**src/rtl/add_pipe.sv**
```systemverilog
// add_pipe: pipelined WIDTH-bit adder/subtractor, one CHUNK-bit slice per stage.
// Latency: STAGES cycles from input transfer to out_valid; throughput one beat per cycle.
// Backpressure: out_valid && !out_ready freezes every stage and drops in_ready combinationally.
//
// Ports:
//   clk, rst             rising-edge clock, synchronous active-high reset
//   in_valid/in_ready    operand handshake carrying x, y, c_in, sub
//   out_valid/out_ready  result handshake carrying sum, c_out, of, zero
// Optional feature: define ADD_PIPE_SAT_EN to saturate sum on signed overflow.
module add_pipe #(
  parameter int WIDTH  = 32,
  parameter int STAGES = 4
) (
  input  logic             clk,
  input  logic             rst,
  input  logic             in_valid,
  output logic             in_ready,
  input  logic [WIDTH-1:0] x,
  input  logic [WIDTH-1:0] y,
  input  logic             c_in,
  input  logic             sub,
  output logic             out_valid,
  input  logic             out_ready,
  output logic [WIDTH-1:0] sum,
  output logic             c_out,
  output logic             of,
  output logic             zero
);

  localparam int CHUNK = WIDTH / STAGES;
  localparam int LAST  = STAGES - 1;

  logic adv;

  // The whole pipe moves together; a stalled output freezes every stage.
  assign adv      = !out_valid || out_ready;
  assign in_ready = adv;

  for (genvar k = 0; k < STAGES; k++) begin : g_stg
    logic             vld_q;
    logic [WIDTH-1:0] x_q;
    logic [WIDTH-1:0] ye_q;
    logic [WIDTH-1:0] res_q;
    logic             cy_q;

    // Values arriving at this stage from the previous one (or the input port).
    logic             sv;
    logic [WIDTH-1:0] sx;
    logic [WIDTH-1:0] sye;
    logic [WIDTH-1:0] sres;
    logic             scy;

    logic [CHUNK:0]   chunk_sum;
    logic [WIDTH-1:0] res_d;

    if (k == 0) begin : g_src
      assign sv   = in_valid;
      assign sx   = x;
      assign sye  = sub ? ~y : y;
      assign sres = '0;
      assign scy  = sub ? 1'b1 : c_in;
    end else begin : g_src
      assign sv   = g_stg[k-1].vld_q;
      assign sx   = g_stg[k-1].x_q;
      assign sye  = g_stg[k-1].ye_q;
      assign sres = g_stg[k-1].res_q;
      assign scy  = g_stg[k-1].cy_q;
    end

    assign chunk_sum = {1'b0, sx[k*CHUNK +: CHUNK]}
                     + {1'b0, sye[k*CHUNK +: CHUNK]}
                     + {{CHUNK{1'b0}}, scy};

    always_comb begin
      res_d                    = sres;
      res_d[k*CHUNK +: CHUNK]  = chunk_sum[CHUNK-1:0];
    end

    // Payload only loads with a valid beat, so bubbles leave the last
    // result in place instead of overwriting it with garbage.
    always_ff @(posedge clk) begin
      if (rst) begin
        vld_q <= 1'b0;
        x_q   <= '0;
        ye_q  <= '0;
        res_q <= '0;
        cy_q  <= 1'b0;
      end else if (adv) begin
        vld_q <= sv;
        if (sv) begin
          x_q   <= sx;
          ye_q  <= sye;
          res_q <= res_d;
          cy_q  <= chunk_sum[CHUNK];
        end
      end
    end
  end

  // Carry into the MSB, recovered from the MSB sum bit of the final slice.
  logic cm_q;

  always_ff @(posedge clk) begin
    if (rst) begin
      cm_q <= 1'b0;
    end else if (adv && g_stg[LAST].sv) begin
      cm_q <= g_stg[LAST].sx[WIDTH-1] ^ g_stg[LAST].sye[WIDTH-1]
            ^ g_stg[LAST].res_d[WIDTH-1];
    end
  end

  logic [WIDTH-1:0] res_w;

  assign res_w     = g_stg[LAST].res_q;
  assign out_valid = g_stg[LAST].vld_q;
  assign c_out     = g_stg[LAST].cy_q;
  assign of        = cm_q ^ g_stg[LAST].cy_q;

`ifdef ADD_PIPE_SAT_EN
  // Sign of x decides the overflow direction: x>=0 can only overflow upward.
  always_comb begin
    sum = res_w;
    if (of) begin
      sum = g_stg[LAST].x_q[WIDTH-1] ? {1'b1, {(WIDTH-1){1'b0}}}
                                     : {1'b0, {(WIDTH-1){1'b1}}};
    end
  end
`else
  assign sum = res_w;
`endif

  // Gated by valid so the flag reads 0 out of reset rather than flagging the cleared sum.
  assign zero = out_valid && (sum == '0);

  // Only the MSB of x travels to the output; the rest of the final payload is dead.
  logic unused_payload;
  assign unused_payload = ^{g_stg[LAST].x_q, g_stg[LAST].ye_q};

endmodule

```
**config.mk**
```make
export PLATFORM = sky130hd
export DESIGN_NAME = add_pipe
export DESIGN_NICKNAME = d
export VERILOG_FILES = /design/src/rtl/add_pipe.sv
export SDC_FILE = /design/constraint.sdc
export NUM_CORES = 1
export LEC_CHECK = 0
export CORE_MARGIN = 3
export CORE_UTILIZATION = 45
export DETAILED_ROUTE_END_ITERATION = 16
export PLACE_DENSITY = 0.64
export SYNTH_ARGS = -nofsm -noshare
export SYNTH_HDL_FRONTEND = slang
export SYNTH_SLANG_ARGS = --single-unit
```
**constraint.sdc**
```tcl
create_clock -name clk -period 3.5 [get_ports clk]
set_input_delay 0.875 -clock clk [delete_from_list [all_inputs] [get_ports clk]]
set_output_delay 0.875 -clock clk [all_outputs]
set_load 0.05 [all_outputs]
```
==> out/summary.txt <==
Mean Syn Cell Area - 8.32 sq um
GPL Wtd Cong - 0.803
Max_cap viols - 0
CP required - 2.62 ns
Antenna Violating Nets Remaining - 0
Post-synth ARST share - 0%
Setup TNS - 0 ns
Hpwl dp - 12800 um
Total number of vias - 6635
Num CTS Buffers - 17
Core ar. - 0.0176 sq mm
Largest stage delay, worst path - 0.50 ns
Synth Instances - 988
Syn nets - 1094
Cells on worst reg2reg path - 6
Design area - 0.00988 sq mm
Initial detailed-routing violation count - 350
CP Launch Type - flip-flop
RSZ-0062 raised after global routing - false
Lkg Pwr - 3.58 nW
Buf+Inv Stages, Crit Path - 1
Drt total wl - 18100 um
VDD IR max - 0.348 mV
Crit. End Element - primary output
Hold path depth - 2
Placed cell area - 0.00933 sq mm
Num rows - 48
# port buffers - 106
Most common cell after layout, fill and taps aside - nand2_1
Reg clk slew, reported paths - 0.07 ns
Vias per cell - 5.10
First-pass GRT wire length - 31000 um
Area of the mapped netlist - 0.00822 sq mm
Grt ovf - 0
Die width - 141 um
Peak Freq - 343 MHz
Pre-antenna DRT Iters - 5
IO Pins - 107
Layout cell share with drive strength beyond 1 - 6.69%
Largest net degree at the start of global routing - 131
Skew-Pair Late Insertion Delay - 0.42 ns
Die ar. - 0.0199 sq mm
Ys flop type - dfxtp_1
Total GRT Usage - 18.8%
Critical-path cell list - nor4_1, nand4_1, nor3_1, dlymetal6s2s_1
Average wire per standard cell - 13.9 um
Levels on crit path - 4
Peak fanout along the critical path - 3
Initial Util - 46.7%
Hold_ws - 0.446 ns
Worst setup path class - flip-flop to primary output
Clk_skew - 0.00830 ns
Most frequent cells in the layout - nand2_1 (272), dfxtp_1 (185), a21oi_1 (152), clkdlybuf4s50_1 (102), nor2_1 (52)
Max clock buf depth - 2
Vias in the first global route - 6092
Inserted Diodes - 0
Final max-slew violation count - 0
Setup violators final - 0
Post-CTS Hold Buffers - 0
CP delay by family, top - simple AND/OR/NAND/NOR gates
TritonCTS clock tree - built
Crit-path slowest cell - nor4_1
Post-synth cell types - 56
H-tree depth - 4
Normalized max-slew margin - 39.0%
Final min period - 2.91 ns
CTS sink count - 185
Die Ht - 141 um
Pwr Density - 454 mW/mm^2
Initial antenna violation count - 0
Register area share after synthesis - 45.1%
Layout area overhead - 20.2%
Final net count - 1169
DRC Markers - 0
Status - finished, final reports clean
Period utilization - 83.2%
Yosys reg bits - 185
Post-synth EDFFs - 0
Final Hold Vio Count - 0
Min-Delay Path Class - flip-flop to flip-flop
Synth warn - 0
Clock root cell - clkbuf_16
Critical Path AT - 2.04 ns
Slew of the pin with the lowest slew margin - 0.915 ns
-- synthesized netlist by cell type (all sizes together), types with 2 or more instances --
| cell | count | share of area, % |
|---|---|---|
| nor2b | 3 | 0.32 |
| o21ai | 17 | 1.0 |
| a21oi | 152 | 9.3 |
| nor4b | 2 | 0.21 |
| nor3b | 6 | 0.55 |
| o21a | 2 | 0.18 |
| nor3 | 3 | 0.18 |
| dfxtp | 185 | 45 |
| clkbuf | 14 | 0.64 |
| nand4 | 6 | 0.46 |
| o311ai | 2 | 0.21 |
| and3 | 3 | 0.23 |
| or4 | 3 | 0.27 |
| buf | 53 | 3.8 |
| xor2 | 9 | 0.96 |
| o211ai | 10 | 0.91 |
| nor4 | 6 | 0.46 |
| a21o | 6 | 0.55 |
| nand2b | 5 | 0.38 |
| a31oi | 2 | 0.15 |
| a2111o | 2 | 0.27 |
| nor2 | 52 | 2.4 |
| a211oi | 36 | 3.4 |
| nand3b | 11 | 1.0 |
| or2 | 6 | 0.46 |
| fa | 8 | 1.9 |
| and2 | 5 | 0.41 |
| or3 | 2 | 0.15 |
| inv | 9 | 0.44 |
| a311o | 3 | 0.37 |
| a211o | 6 | 0.64 |
| ha | 28 | 4.3 |
| nand3 | 12 | 0.73 |
| nand2 | 276 | 13 |
| o31a | 2 | 0.21 |
| xnor2 | 27 | 2.9 |
| a2111oi | 5 | 0.69 |
-- path summary, 6_finish.rpt --
check                     from            endpoint  slack [ns]
min reg2reg  g_stg[1].ye_q[27]   g_stg[2].ye_q[27]        0.45
min          g_stg[1].ye_q[27]   g_stg[2].ye_q[27]        0.45
max                     sum[0]                zero        0.59
max reg2reg    g_stg[0].x_q[8]  g_stg[1].res_q[14]        1.14
-- area by class of cell --
type / instances / area, sq um
Multi-Input combinational cell: 727 / 4120
Inverter: 9 / 36.3
Timing Repair Buffer: 123 / 1200
Tap cell: 225 / 282
Sequential cell: 185 / 3700
Clock buffer: 17 / 425
Fill cell: 1726 / 7720
Clock inverter: 15 / 118
-- per-layer routing --
| layer | share of wire, % | vias up | GRT usage [%] |
|---|---|---|---|
| met5 | 0 | - | 0 |
| met4 | 1.0 | 0 | 5.20 |
| met2 | 42 | 135 | 27.2 |
| met1 | 53 | 2954 | 28.8 |
| li1 | - | 3533 | - |
| met3 | 3.5 | 13 | 2.99 |
-- registers in the layout (all words and copies together), names as in the netlist --
name         count
g_stg.x_q       48
g_stg.ye_q      48
g_stg.vld_q      3
c_out            1
g_stg.cy_q       3
g_stg.res_q     48
cm_q             1
out_valid        1
sum             32
-- power by group --
part           switching, mW  internal, mW  total, mW
Sequential            0.0489          2.18       2.23
Combinational          0.269         0.224      0.493
Clock                  0.842         0.921       1.76
-- cells by family after synthesis --
group           after synthesis  share of synthesized area (%)
buf+inv                      76                           4.84
xor+xnor                     36                           3.84
simple gates                404                           21.5
flops                       185                           45.1
fa+ha+maj                    36                           6.21
compound gates              251                           18.5
-- through the flow --
step                total power [mW]  util [%]  cells  setup WS, ns
finish                          4.49      56.1   1301         0.586
global route                    4.71      56.1   1301         0.402
CTS                             4.54      56.1   1301         0.111
detailed placement              2.78      53.0   1269         0.327
global placement                2.77      53.0   1269         0.385
floorplan                       2.60         -    988         0.503
-- worst reg2reg max path: stages (launching register included) --
cell and delay, ns:
dfxtp_1 0.33, fa_1 0.47, fa_1 0.44, a211oi_1 0.31, o21ai_0 0.25, a2111o_1 0.42
nand3_1 0.08
-- repair_timing --
action	in CTS	in global routing
setup buffers	0	0
resized for setup	0	1
hold endpoints to repair	0	0
endpoints found under the setup margin	0	1
Power figures use the tool's default switching activity.
